===== src/rtl/fifo_pkg.sv =====
`default_nettype none
// ============================================================================
// Module   : fifo_pkg
// Purpose  : Types and constants shared by the asynchronous FIFO read/write
//            control blocks.
// Contents : occ_t     - occupancy state of the 2-entry output buffer
//            c_DATA_WIDTH - default FIFO word width
//            occ_count - occupancy state to word count
// Revision : 1.0 - initial release
// ============================================================================
package fifo_pkg;

  localparam int c_DATA_WIDTH = 8;

  typedef enum logic [1:0] {
    EMPTY = 2'd0,
    ONE   = 2'd1,
    TWO   = 2'd2
  } occ_t;

  function automatic logic [1:0] occ_count(input occ_t occ);
    case (occ)
      EMPTY:   occ_count = 2'd0;
      ONE:     occ_count = 2'd1;
      TWO:     occ_count = 2'd2;
      default: occ_count = 2'd0;
    endcase
  endfunction

endpackage
`default_nettype wire


===== src/rtl/stream_buf2.sv =====
`default_nettype none
// ============================================================================
// Module   : stream_buf2
// Purpose  : Two-entry first-in/first-out holding buffer with an explicit
//            occupancy state machine.
// Ports    : rclk    - clock, rising edge
//            rrst_n  - asynchronous active-low reset
//            wr_en   - push wr_data this cycle
//            wr_data - word to push
//            rd_en   - pop the head entry this cycle
//            occ     - current occupancy (EMPTY / ONE / TWO)
//            head    - oldest stored word
// Revision : 1.0 - initial release
// ============================================================================
module stream_buf2
  import fifo_pkg::*;
#(
  parameter int DATA_WIDTH = c_DATA_WIDTH
) (
  input  logic                  rclk,
  input  logic                  rrst_n,
  input  logic                  wr_en,
  input  logic [DATA_WIDTH-1:0] wr_data,
  input  logic                  rd_en,
  output occ_t                  occ,
  output logic [DATA_WIDTH-1:0] head
);

  occ_t                  r_occ;
  logic [DATA_WIDTH-1:0] r_head;
  logic [DATA_WIDTH-1:0] r_tail;

  always_ff @(posedge rclk or negedge rrst_n) begin
    if (!rrst_n) begin
      r_occ  <= EMPTY;
      r_head <= '0;
      r_tail <= '0;
    end else begin
      case (r_occ)
        EMPTY: begin
          if (wr_en) begin
            r_head <= wr_data;
            r_occ  <= ONE;
          end
        end
        ONE: begin
          if (wr_en && rd_en) begin
            // Head leaves while the new word arrives: it becomes the head.
            r_head <= wr_data;
          end else if (wr_en) begin
            r_tail <= wr_data;
            r_occ  <= TWO;
          end else if (rd_en) begin
            r_occ  <= EMPTY;
          end
        end
        TWO: begin
          if (rd_en) begin
            r_head <= r_tail;
            if (wr_en) begin
              r_tail <= wr_data;
            end else begin
              r_occ  <= ONE;
            end
          end
        end
        default: r_occ <= EMPTY;
      endcase
    end
  end

  assign occ  = r_occ;
  assign head = r_head;

  // The upstream credit scheme never lets a word land on a full buffer.
  a_no_overflow : assert property (@(posedge rclk) disable iff (!rrst_n)
    !(wr_en && !rd_en && (r_occ == TWO)));

endmodule
`default_nettype wire


===== src/rtl/fifo_rd_stream.sv =====
`default_nettype none
// ============================================================================
// Module   : fifo_rd_stream
// Purpose  : Read-side drain engine of the asynchronous FIFO. Pops words
//            while the FIFO is non-empty and buffer credit remains, captures
//            the one-cycle-latency RAM data into a 2-entry buffer and
//            presents it as a valid/ready stream.
// Ports    : rclk          - read-domain clock
//            rrst_n        - asynchronous active-low reset
//            rempty        - FIFO empty flag
//            rdata         - RAM read data, valid the cycle after a pop
//            rinc          - pop request (combinational)
//            m_valid       - output word available
//            m_data        - output word (buffer head)
//            m_ready       - consumer accepts m_data
//            delivered_cnt - handshakes since reset, wrapping
// Revision : 1.0 - initial release
// ============================================================================
module fifo_rd_stream
  import fifo_pkg::*;
#(
  parameter int DATA_WIDTH = c_DATA_WIDTH,
  parameter int CNT_WIDTH  = 16
) (
  input  logic                  rclk,
  input  logic                  rrst_n,
  input  logic                  rempty,
  input  logic [DATA_WIDTH-1:0] rdata,
  output logic                  rinc,
  output logic                  m_valid,
  output logic [DATA_WIDTH-1:0] m_data,
  input  logic                  m_ready,
  output logic [CNT_WIDTH-1:0]  delivered_cnt
);

  localparam logic [CNT_WIDTH-1:0] c_CNT_ONE = {{(CNT_WIDTH-1){1'b0}}, 1'b1};

  logic                  r_run;
  logic                  r_inflight;
  logic [CNT_WIDTH-1:0]  r_cnt;
  occ_t                  w_occ;
  logic [DATA_WIDTH-1:0] w_head;
  logic                  w_deq;
  logic [2:0]            w_level;

  stream_buf2 #(
    .DATA_WIDTH (DATA_WIDTH)
  ) u_buf (
    .rclk    (rclk),
    .rrst_n  (rrst_n),
    .wr_en   (r_inflight),
    .wr_data (rdata),
    .rd_en   (w_deq),
    .occ     (w_occ),
    .head    (w_head)
  );

  assign m_valid = (w_occ != EMPTY);
  assign m_data  = w_head;
  assign w_deq   = m_valid && m_ready;

  // Words committed to the buffer: stored plus the one still in the RAM pipe.
  assign w_level = {1'b0, occ_count(w_occ)} + {2'b00, r_inflight};

  // Credit: level - deq < 2, rearranged to stay unsigned. r_run holds pops
  // off until the first edge after reset release.
  assign rinc = r_run && !rempty && (w_level < (3'd2 + {2'b00, w_deq}));

  always_ff @(posedge rclk or negedge rrst_n) begin
    if (!rrst_n) begin
      r_run      <= 1'b0;
      r_inflight <= 1'b0;
      r_cnt      <= '0;
    end else begin
      r_run      <= 1'b1;
      r_inflight <= rinc;
      if (w_deq) begin
        r_cnt <= r_cnt + c_CNT_ONE;
      end
    end
  end

  assign delivered_cnt = r_cnt;

endmodule
`default_nettype wire


===== config.mk =====
export PLATFORM = sky130hd
export DESIGN_NAME = fifo_rd_stream
export DESIGN_NICKNAME = d
export VERILOG_FILES = /design/src/rtl/fifo_pkg.sv /design/src/rtl/stream_buf2.sv /design/src/rtl/fifo_rd_stream.sv
export SDC_FILE = /design/constraint.sdc
export NUM_CORES = 1
export LEC_CHECK = 0
export BUFFER_PORTS_ARGS = -buffer_cell sky130_fd_sc_hd__buf_2
export CORE_MARGIN = 3
export CORE_UTILIZATION = 49
export DETAILED_ROUTE_END_ITERATION = 8
export MAX_ROUTING_LAYER = met4
export PLACE_DENSITY = 0.74
export SETUP_SLACK_MARGIN = 0.1
export SYNTH_ARGS = -nofsm -noshare
export SYNTH_HDL_FRONTEND = slang
export SYNTH_SLANG_ARGS = --single-unit

===== constraint.sdc =====
create_clock -name rclk -period 1.6 [get_ports rclk]
set_input_delay 0.16 -clock rclk [delete_from_list [all_inputs] [get_ports rclk]]
set_output_delay 0.16 -clock rclk [all_outputs]
set_load 0.01 [all_outputs]

# Word level (Yosys, flattened, before mapping)

Cells that the tools add are included.
W data, S select, Z words.

Output and inout port bits: 26
Flip-flop bits (word level): 36
Input bits: 12
Word-level logic and storage cells: 46

Multiplexer cells: 16
Order comparisons: 1
Reduce and logical (&&, ||, !) cells: 12
Add/subtract/negate cells: 3
Equal/unequal tests: 8

Operator list:

| kind                    | count |
|---|---|
| $mux W8                 | 6 |
| $pmux W8 S3             | 1 |
| $add A16 B1 Y16 const B | 1 |
| $pmux W8 S2             | 1 |
| $mux W2                 | 6 |
| $ne A2 B2 Y1 const B    | 3 |
| $pmux W2 S3             | 1 |
| $reduce_and A5 Y1       | 1 |
| $logic_and A1 B1 Y1     | 4 |
| $ne A2 B1 Y1 const B    | 2 |
| $pmux W2 S2             | 1 |
| $reduce_and A4 Y1       | 1 |
| $reduce_bool A2 Y1      | 2 |
| $add A2 B1 Y3           | 1 |
| $add A2 B1 Y3 const A   | 1 |
| $lt A3 B3 Y1            | 1 |
| $ne A3 B2 Y1 const B    | 1 |
| $reduce_and A3 Y1       | 1 |
| $reduce_bool A3 Y1      | 1 |
| $eq A2 B1 Y1 const B    | 1 |
| $eq A2 B2 Y1 const B    | 1 |
| $logic_not A2 Y1        | 1 |
| $logic_not A1 Y1        | 1 |

# Logic depth before layout (Yosys ltp)

Gate-level depths: netlist of run 1.

Depth after elaboration: 6
Mapped depth: 7
Gate-level depth less buffers: 6

# Hierarchy

A second synthesis of run 1 with hierarchy kept.

Cells, all modules: 129
Area, all modules: 1,739.2 um^2

By module, submodules not included:

| module         | cells an instance | instances | seq. area each (um^2) | area an instance (um^2) |
|---|---|---|---|---|
| stream_buf2    | 57                | 1         | 450.4                 | 909.6 |
| fifo_rd_stream | 72                | 1         | 450.4                 | 829.5 |

# Worst setup path after synthesis of run 1

OpenSTA, ideal clock, no wires.

Path kind: reg-to-output
Start: reg u_buf.r_occ[1], in the netlist u_buf.occ[1]
End: out rinc
Cell stages (with the launch flop): 8
Data required time: 1.440 ns
Setup slack: 0.023 ns
Arrival time: 1.417 ns
Buffers on the path: 2
Path through: dfrtp_1 buf_4 nor2b_2 buf_2 ha_1 nor2_1 nand2_1 a21oi_1

Cells in the longest elaborated chain, start to end: 5
Elaborated cells on any way between the ends: 9
Classes of those cells: add/sub (2); order compare (1); eq/ne (2); mux (1); reduce/logical (3)

Ends and longest elaborated chain:

| item                                               | RTL line                                   | RTL |
|---|---|---|
| start, declared                                    | stream_buf2.sv:29                          | `occ_t r_occ;` |
| start signal, assigned                             | stream_buf2.sv:35                          | `r_occ <= EMPTY;` |
| start signal, assigned                             | stream_buf2.sv:43                          | `r_occ <= ONE;` |
| start signal, assigned                             | stream_buf2.sv:52                          | `r_occ <= TWO;` |
| $eq A2 B2 Y1, or another cell as far along         | fifo_pkg.sv:22                             | `case (occ)` |
| $pmux W2 S2 or $logic_and A1 B1 Y1 (tied branches) | fifo_pkg.sv:22, fifo_rd_stream.sv:60       |  |
| $add A2 B1 Y3 (on tied branches)                   | fifo_rd_stream.sv:63, fifo_rd_stream.sv:67 |  |
| $lt A3 B3 Y1 (*)                                   | fifo_rd_stream.sv:67                       | `assign rinc = r_run && !rempty && (w_level < (3'd2 + {2'b00, w_deq}));` |
| $logic_and A1 B1 Y1 (*)                            | fifo_rd_stream.sv:67                       |  |
| end, declared                                      | fifo_rd_stream.sv:29                       | `output logic rinc,` |

Mark *: on every way between the ends. The rest lies on a longest branch, timed or not.

# Final worst setup path of run 1

Start: reg r_inflight
End: out rinc

Cells in the longest elaborated chain, start to end: 3

Ends and longest elaborated chain:

| item                   | RTL line             | RTL |
|---|---|---|
| start, declared        | fifo_rd_stream.sv:39 | `logic r_inflight;` |
| start signal, assigned | fifo_rd_stream.sv:76 | `r_inflight <= rinc;` |
| $add A2 B1 Y3          | fifo_rd_stream.sv:63 | `assign w_level = {1'b0, occ_count(w_occ)} + {2'b00, r_inflight};` |
| $lt A3 B3 Y1           | fifo_rd_stream.sv:67 |  |
| $logic_and A1 B1 Y1    | fifo_rd_stream.sv:67 |  |

Every way passes these cells.

==> summary.md, run 1 <==
| Metric | Value |
|---|---|
| Number of diodes | `0` |
| Total GRT Usage | `a little under a fifth` |
| Synthesized Nets | `~150` |
| Chip Height | `roughly 64 µm` |
| Final setup viols | `1` |
| # rows | `20` |
| Worst hold slack | `0.0325 ns` |
| Post-route ant nets | `0` |
| Final Critical Period | `roughly 1.8 ns` |
| Die Width | `between 60 and 70 µm` |
| Ports | `38` |
| Final Hold Vio Count | `0` |
| DP Area | `roughly 1900 µm²` |
| Setup ws final | `-0.154 ns` |
| Peak VDD IR | `between 700 and 800 µV` |
| Commonest cells post-synth | `dfrtp_1 (36), nor2_1 (13), a21oi_1 (11)` |
| Drt via density | `approximately 5.1` |
| Total CTS buffers | `5` |
| Design Power | `a little under 3 mW` |
| Nets | `between 200 and 250` |
| Max-Cap Viols | `0` |
| # DRC | `0` |
| Pleak | `about 1.1 nW` |
| Clock group share of total power | `between 20% and 30%` |
| Clk_lat worst skew | `between 0.3 and 0.4 ns` |
| Post-Syn Area | `roughly 1600 µm²` |
| Sw frac | `32.6%` |
| GR Overflow Total | `0` |
| Period utilization | `110%` |
| First-pass GRT wire length | `roughly 5700 µm` |
| Min-Delay Path Class | `primary input to register` |
| RSZ-0062 raised after global routing | `true` |
| Synth cell types | `32` |
| Biggest area consumer among synthesized cells | `dfrtp_1` |
| Clk sinks | `36` |
| CTS tree | `built` |
| Initial DRC Count | `between 40 and 50` |
| RePlAce Congestion | `around 0.73` |
| Post-synth ARST share | `100%` |
| Max Transition Viols Final | `0` |
| Crit Path Category | `register to output port` |
| Setup WS pre-CTS | `-0.00199 ns` |
| Clock transition at path regs | `between 0.1 and 0.15 ns` |
| CP required | `1.44 ns` |
| Synth Flop Type | `dfrtp_1` |
| Outcome | `finished, violations left` |
| Max Freq | `around 570 MHz` |
| Area Overhead vs Synth | `32.9%` |
| Pint | `~2.0 mW` |
| Clock Root Buffer | `clkbuf_4` |
| Final HPWL DP | `roughly 2200 µm` |
| Endpoint type of the worst setup path | `output port` |
| Yosys warnings | `0` |
| Startpoint Class | `register` |
| Critical Path Fanout Max | `2` |
| Mean post-synth cell area | `roughly 12 µm²` |
| EDFF count, synth | `0` |
| H-tree depth | `2` |
| Fillcell total | `227` |
| Die area | `4060 µm²` |
| Register area share after synthesis | `55.1%` |
| Post-Synthesis Cells | `between 100 and 150` |
| Most common cell in the netlist | `dfrtp_1` |
| Share of power burned in registers | `a little under half` |
| Initial antenna violation count | `0` |
| Maximum clock path buffer count | `2` |
| FF+latch count, synth | `36` |
| Initial Utilization | `between 50% and 60%` |
| Vias in the first global route | `1262` |
| Drt pass-1 iters | `4` |
| Pwr per Cell Area | `roughly 1400 nW/µm²` |
| Final Skew | `between 0.008 and 0.009 ns` |
| Largest net degree at the start of global routing | `37` |
| Placeable Area | `3130 µm²` |
| Arr. time, crit path | `between 1.5 and 2 ns` |
| Post-synth top area share | `between 50 and 60%` |
| Largest cells by area after synthesis | `dfrtp_1 (55%), mux2_1 (6.2%), mux2i_1 (4.9%)` |
| DRT Wirelength | `about 3300 µm` |
| Util after Layout | `between 60 and 70%` |
| Avg WL per Cell | `13.8 µm` |
| Violated checks | `negative setup slack` |
| DR vias | `around 1200` |
| Combinational share of power | `31.5%` |
| Sw power | `0.963 mW` |
| Port Buf Inserts | `37` |
| Share of layout cells above drive strength 1 | `41.4%` |
| Design Area, Final | `between 2000 and 2500 µm²` |
-- power by group through the flow --
stage               Clock (mW)  Combinational [mW]  Sequential [mW]
floorplan                    0               0.380             1.43
global placement             0               0.694             1.36
detailed placement           0               0.726             1.39
CTS                      0.644               0.762             1.37
global route             0.685                1.03             1.42
finish                   0.640               0.929             1.38
-- kinds of logic after synthesis --
group	share of synthesized area [%]
AND/OR/NAND/NOR	14.5
AO/OA/AOI/OAI	7.35
multiplexers	11.1
flip-flops	55.1
other	0.229
XOR/XNOR	8.04
adder cells (fa/ha/maj)	1.53
buffers and inverters	2.14
-- layout by cell type (no fill, tap or decap), types with 3 or more instances in the layout --
cell type and instances:
buf_4 17, mux2i_1 8, xnor2_1 8, a21oi_1 10, buf_2 36, nand2_1 6, and3_1 3, nor2_1 13
nand3_1 4, dfrtp_1 34, clkbuf_4 5, nand4_1 3, mux2_1 8, xor2_1 7
-- path summary, 6_finish.rpt --
path / from / endpoint / slack [ns] / cells past startpoint
setup / recovery: r_inflight / rinc / -0.15 / 7
hold / removal: rdata[3] / u_buf.r_tail[3] / 0.03 / 2
setup reg to reg: u_buf.occ[1] / delivered_cnt[1] / 0.07 / 5
hold reg to reg: delivered_cnt[15] / delivered_cnt[15] / 0.49 / 1
max in group asynchronous: rrst_n / u_buf.occ[1] / 0.89 / 3
min in group asynchronous: rrst_n / delivered_cnt[12] / 0.37 / 3
-- area by class of cell --
type | instances | area, µm² | share of cell area, %
tap | 44 | 55.1 | 2.53
timing repair buffer | 56 | 340 | 15.7
clock inverter | 2 | 35.0 | 1.61
inverter | 2 | 7.51 | 0.346
multi-input combinational | 96 | 790 | 36.3
clock buffer | 6 | 41.3 | 1.90
sequential | 36 | 903 | 41.6
-- layer usage --
layer	GRT usage, %	share of wire, %	vias to the layer above
li1	-	-	598
met1	22.1	44	602
met2	29.2	50	29
met3	4.57	4.5	7
met4	7.55	2.2	0
met5	-	0	-
-- repair_timing --
action                     in CTS  in global routing
hold endpoints to repair       36                  0
hold buffers                    1                  0
setup endpoints to repair      14                 11
buffers inserted                7                  8
resized for setup               9                 14
pin swaps                       4                  6
-- critical path, cell delays in order (launching register included) --
cell     delay (ns)
dfrtp_1        0.41
nor2b_4        0.14
and2_4         0.16
ha_4           0.14
nor2_1         0.08
nand2_1        0.07
a21oi_2        0.11
buf_2          0.14
-- per-stage QoR --
step	setup TNS, ns	cells
3_3_place_gp	0	219
2_1_floorplan	0	138
5_1_grt	-0.233	242
4_1_cts	-0.135	235
6_report	-0.154	242
3_5_place_dp	-0.00199	219
-- state kept, by name (all words and copies together) (netlist names) --
register       cells
u_buf.occ          2
r_run              1
u_buf.head         8
delivered_cnt     16
r_inflight         1
u_buf.r_tail       8
(Power assumes the default switching activity.)
==> inputs of run 2 (changes only) <==
Settings changed: HOLD_SLACK_MARGIN set to 0.05, PLACE_DENSITY 0.74 to 0.73, SKIP_CTS_REPAIR_TIMING set to 1, SYNTH_HIERARCHICAL set to 1.
==> summary.md, run 2 <==
| Metric | Value |
|---|---|
| Slowest stage delay, CP | `approximately 0.42 ns` |
| # DRC | `0` |
| Critical Path Fanout Max | `6` |
| Post-Synthesis Cells | `~130` |
| Vias in the first global route | `approximately 1200` |
| Yosys warnings | `6` |
| Clock Root Buffer | `clkbuf_4` |
| Register area share after synthesis | `51.8%` |
| Number of diodes | `0` |
| Post-Syn Area | `between 1500 and 2000 µm²` |
| Max-Cap Viols | `0` |
| Final HPWL DP | `~2500 µm` |
| Arr. time, crit path | `roughly 1.7 ns` |
| Final setup viols | `18` |
| GR Overflow Total | `0` |
| Nets | `between 200 and 250` |
| Synthesized Nets | `~140` |
| Fillcell total | `253` |
| Post-synth ARST share | `100%` |
| Slew HR | `48.0%` |
| Die Width | `65.6 µm` |
| CP max stage cell | `dfrtp_2` |
| Final Critical Period | `between 1.5 and 2 ns` |
| Pleak | `1.09 nW` |
| Maximum clock path buffer count | `2` |
| WP buf/inv | `2` |
| Initial antenna violation count | `0` |
| Worst hold slack | `approximately 0.07 ns` |
| Post-Place Cells | `between 200 and 250` |
| Period utilization | `116%` |
| Clk sinks | `36` |
| CTS tree | `built` |
| Post-route ant nets | `0` |
| H-tree depth | `2` |
| Largest net degree at the start of global routing | `37` |
| Placeable Area | `3390 µm²` |
| Violated checks | `negative setup slack` |
| Total GRT Usage | `18.9%` |
| Mean post-synth cell area | `13.5 µm²` |
| Design Power | `3.69 mW` |
| Largest register FFs | `16` |
| Util after Layout | `66.9%` |
| Clock transition at path regs | `approximately 0.11 ns` |
| Outcome | `finished, violations left` |
| RSZ-0062 raised after global routing | `true` |
| Most common cell after layout, fill and taps aside | `buf_2` |
| EDFF count, synth | `0` |
| RePlAce Congestion | `roughly 0.73` |
| Largest cells by area after synthesis | `dfrtp_1 (52%), mux2_4 (14%), xnor2_1 (6.0%)` |
| Post-synth top area share | `roughly 52%` |
| Max Freq | `around 540 MHz` |
| Die area | `about 4300 µm²` |
| Min-Delay Path Class | `primary input to register` |
| Initial Utilization | `51.3%` |
| Avg WL per Cell | `roughly 15 µm` |
| # rows | `21` |
| Initial DRC Count | `40` |
| FF+latch count, synth | `36` |
| Pwr per Cell Area | `between 1500 and 2000 nW/µm²` |
| Area Overhead vs Synth | `30.4%` |
| Critical path cell sequence | `buf_6, nor2b_4, ha_4, ha_4, o21ai_2, and3_4, buf_6` |
| Peak VDD IR | `808 µV` |
| Synth cell types | `31` |
| CP top delay family | `flip-flops` |
| DR vias | `between 1000 and 1500` |
| Fin cells | `approximately 240` |
| Endpoint type of the worst setup path | `output port` |
| Slew @ Worst Pin | `around 0.8 ns` |
| DRT Wirelength | `roughly 3600 µm` |
| Ports | `38` |
| Final Hold Vio Count | `0` |
| Fin Setup TNS | `-2.21 ns` |
| Share of layout cells above drive strength 1 | `between 40% and 50%` |
| Final Skew | `approximately 0.007 ns` |
| Clk_lat worst skew | `about 0.34 ns` |
| Total CTS buffers | `5` |
| First-pass GRT wire length | `slightly below 6000 µm` |
| Drt via density | `between 5 and 6` |
| CP required | `between 1 and 1.5 ns` |
| Commonest cells post-synth | `dfrtp_1 (36), mux2_4 (16), xnor2_1 (12)` |
| Biggest area consumer among synthesized cells | `dfrtp_1` |
| Port Buf Inserts | `37` |
| Commonest non-fill, non-tap cells in the layout | `buf_2 (35), dfrtp_1 (34), mux2_4 (16)` |
| Drt pass-1 iters | `4` |
| Max Transition Viols Final | `0` |
| Startpoint Class | `register` |
| Chip Height | `~66 µm` |
| Most common cell in the netlist | `dfrtp_1` |
| Synth Flop Type | `dfrtp_1` |
| Crit Path Category | `register to output port` |
| Setup ws final | `-0.251 ns` |
[run 2: worst paths after layout]
| kind | slack, ns | depth (start not counted) | startpoint | endpoint |
|---|---|---|---|---|
| worst max-delay path | -0.25 | 7 | u_buf/occ[1] | rinc |
| worst min-delay path | 0.07 | 2 | rdata[1] | u_buf/r_tail[1] |
| worst max register to register | -0.18 | 6 | u_buf/occ[1] | u_buf/head[7] |
| worst min register to register | 0.48 | 1 | delivered_cnt[15] | delivered_cnt[15] |
| max in group asynchronous | 0.63 | 2 | rrst_n | u_buf/occ[1] |
| min in group asynchronous | 0.43 | 2 | rrst_n | u_buf/head[1] |
[run 2: per-stage QoR]
step	worst slack (ns)	cell area (µm²)
final	-0.251	2270
after floorplan	-0.186	1750
after global routing	-0.331	2270
after detailed placement	-0.100	2030
after global placement	-0.0675	2030
after CTS	-0.458	2110
[run 2: area by class of cell]
class	count	area, µm²	share of cell area (%)
well taps	46	57.6	2.54
repair buffers	55	355	15.7
clock inverters	3	42.5	1.88
flip-flops and latches	36	903	39.8
multi-input cells	88	861	37.9
clock buffers	5	37.5	1.65
inverters	3	11.3	0.496
[run 2: cells by family (layout without fill, tap and decap cells)]
family          Yosys count  count (layout)  synth area share, %
simple gates             37              37                 13.2
flops                    36              36                 51.8
mux                      24              24                 19.0
xor+xnor                 15              15                 7.55
compound gates            8               8                 4.10
buf+inv                   5              66                 1.94
fa+ha+maj                 3               3                 2.16
other cells               1               1                0.216
[run 2: per-layer routing]
layer | vias up | part of all wire [%] | wire, µm | GRT usage (%)
met3 | 2 | 5.3 | 189 | 4.79
met2 | 40 | 53 | 1880 | 29.6
met5 | - | 0 | 0 | -
met4 | 0 | 0.81 | 29 | 8.81
met1 | 597 | 41 | 1460 | 23.0
li1 | 575 | - | - | -
[run 2: report_power, final]
part           internal [mW]  switching [mW]  total, mW  leakage (nW)
clock                  0.326           0.308      0.633        0.0412
sequential              1.21           0.247       1.46         0.450
combinational          0.929           0.667       1.60         0.599
total                   2.46            1.22       3.69          1.09
==> inputs of run 3 (changes only) <==
==> constraint.sdc (replaced) <==
create_clock -name rclk -period 1.6 [get_ports rclk]
set_input_delay 0.32 -clock rclk [delete_from_list [all_inputs] [get_ports rclk]]
set_output_delay 0.32 -clock rclk [all_outputs]
set_load 0.01 [all_outputs]
==> summary.md, run 3 (synthesized netlist as in run 2, its figures left out) <==
| Metric | Value |
|---|---|
| Violated checks | `negative setup slack` |
| GR Overflow Total | `0` |
| Max Transition Viols Final | `0` |
| Worst Reg-to-Reg Cells | `7` |
| Clk sinks | `36` |
| Sw power | `1.22 mW` |
| Design Power | `~3.7 mW` |
| Min-delay src | `rdata[7]` |
| Min-Delay Path Depth | `2` |
| Initial DRC Count | `23` |
| Max-Cap Viols | `0` |
| DRT Wirelength | `3470 µm` |
| Avg WL per Cell | `between 10 and 15 µm` |
| Maximum clock path buffer count | `2` |
| Worst hold slack | `0.219 ns` |
| Reg2reg setup slack | `-0.19 ns` |
| RePlAce Congestion | `0.734` |
| Largest register FFs | `16` |
| Chip Height | `roughly 66 µm` |
| Nets | `around 200` |
| DR vias | `around 1200` |
| Setup ws final | `-0.354 ns` |
| Drt pass-1 iters | `4` |
| Clock transition at path regs | `~0.11 ns` |
| Period utilization | `122%` |
| Port Buf Inserts | `37` |
| Initial antenna violation count | `0` |
| Final HPWL DP | `roughly 2500 µm` |
| Largest net degree at the start of global routing | `37` |
| Vias in the first global route | `roughly 1200` |
| Sw frac | `between 30% and 40%` |
| Crit Path Category | `register to output port` |
| Peak VDD IR | `909 µV` |
| Endpoint type of the worst setup path | `output port` |
| Ports | `38` |
| Clk_lat worst skew | `between 0.3 and 0.4 ns` |
| Commonest non-fill, non-tap cells in the layout | `buf_2 (35), dfrtp_1 (31), mux2_4 (16)` |
| Drt via density | `5.00` |
| Worst R2R End | `u_buf/head[3]` |
| Clock Root Buffer | `clkbuf_4` |
| Pleak | `1.11 nW` |
| Most common cell after layout, fill and taps aside | `buf_2` |
| Pint | `about 2.5 mW` |
| Reg2reg start | `u_buf/occ[1]` |
| Total CTS buffers | `5` |
| Final Skew | `between 0.01 and 0.015 ns` |
| Total GRT Usage | `between 10% and 20%` |
| Die Width | `~66 µm` |
| Final Critical Period | `1.95 ns` |
| Fillcell total | `243` |
| Max Freq | `approximately 500 MHz` |
| Util after Layout | `68.0%` |
| Initial Utilization | `between 50 and 60%` |
| Arr. time, crit path | `between 1.5 and 2 ns` |
| Min-Delay Path Class | `primary input to register` |
| Post-route ant nets | `0` |
| RSZ-0062 raised after global routing | `true` |
| Pwr per Cell Area | `1610 nW/µm²` |
| Final setup viols | `18` |
| First-pass GRT wire length | `about 5700 µm` |
| Number of diodes | `0` |
| Share of power burned in registers | `around two fifths` |
| # DRC | `0` |
| H-tree depth | `2` |
| CTS tree | `built` |
| Final Hold Vio Count | `0` |
| Critical Path Fanout Max | `3` |
| Startpoint Class | `register` |
| Share of layout cells above drive strength 1 | `a little under three fifths` |
| Hold Path Sink | `u_buf/r_tail[7]` |
| Combinational share of power | `around 47%` |
| Outcome | `finished, violations left` |
| # rows | `21` |
| Die area | `4300 µm²` |
| Placeable Area | `about 3400 µm²` |
| CP required | `~1.3 ns` |
| Area Overhead vs Synth | `32.6%` |
| Clock group share of total power | `14.5%` |
[run 3: worst max-delay path, cell delays in order, from the launching register on]
cell and delay (ns):
dfrtp_2 0.43, nor2b_4 0.13, ha_4 0.16, ha_4 0.25, o21ai_2 0.04, and3_4 0.16, buf_6 0.11
[run 3: final cells by class]
| class | instances | area, µm² | share of cell area, % |
|---|---|---|---|
| well taps | 46 | 57.6 | 2.50 |
| clock buffers | 7 | 65.1 | 2.82 |
| multi-input cells | 88 | 880 | 38.1 |
| inverters | 3 | 11.3 | 0.488 |
| flip-flops and latches | 36 | 907 | 39.3 |
| repair buffers | 57 | 385 | 16.7 |
[run 3: worst max-delay path by stage]
stage / slack (ns) / startpoint / endpoint / cells after the start
4_1_cts: -0.47 / u_buf/occ[0] / rinc / 6
5_1_grt: -0.40 / u_buf/occ[0] / rinc / 6
6_report: -0.35 / u_buf/occ[0] / rinc / 6
2_1_floorplan: -0.19 / u_buf/occ[0] / u_buf/head[0] / 6
3_5_place_dp: -0.07 / u_buf/occ[0] / u_buf/head[4] / 5
3_3_place_gp: -0.04 / u_buf/occ[0] / rinc / 6
[run 3: per-stage QoR]
step / instance area [µm²] / cells / TNS (ns) / worst slack (ns)
2_1_floorplan: 1760 / 129 / -2.88 / -0.186
3_3_place_gp: 2090 / 223 / -0.0924 / -0.0441
3_5_place_dp: 2090 / 223 / -0.612 / -0.0658
4_1_cts: 2150 / 230 / -1.38 / -0.465
5_1_grt: 2310 / 237 / -3.85 / -0.395
6_report: 2310 / 237 / -2.81 / -0.354
[run 3: power groups by stage]
| stage | clock network (mW) | logic, mW | registers, mW |
|---|---|---|---|
| floorplan | 0 | 0.889 | 1.51 |
| global placement | 0 | 1.41 | 1.43 |
| detailed placement | 0 | 1.46 | 1.46 |
| CTS | 0.560 | 1.48 | 1.44 |
| global route | 0.589 | 1.85 | 1.48 |
| finish | 0.537 | 1.73 | 1.45 |
[run 3: layer usage]
layer / GRT usage (%) / wire [µm]
met1: 22.6 / 1450
met2: 28.2 / 1780
met3: 3.76 / 151
met4: 10.6 / 76
met5: - / 0
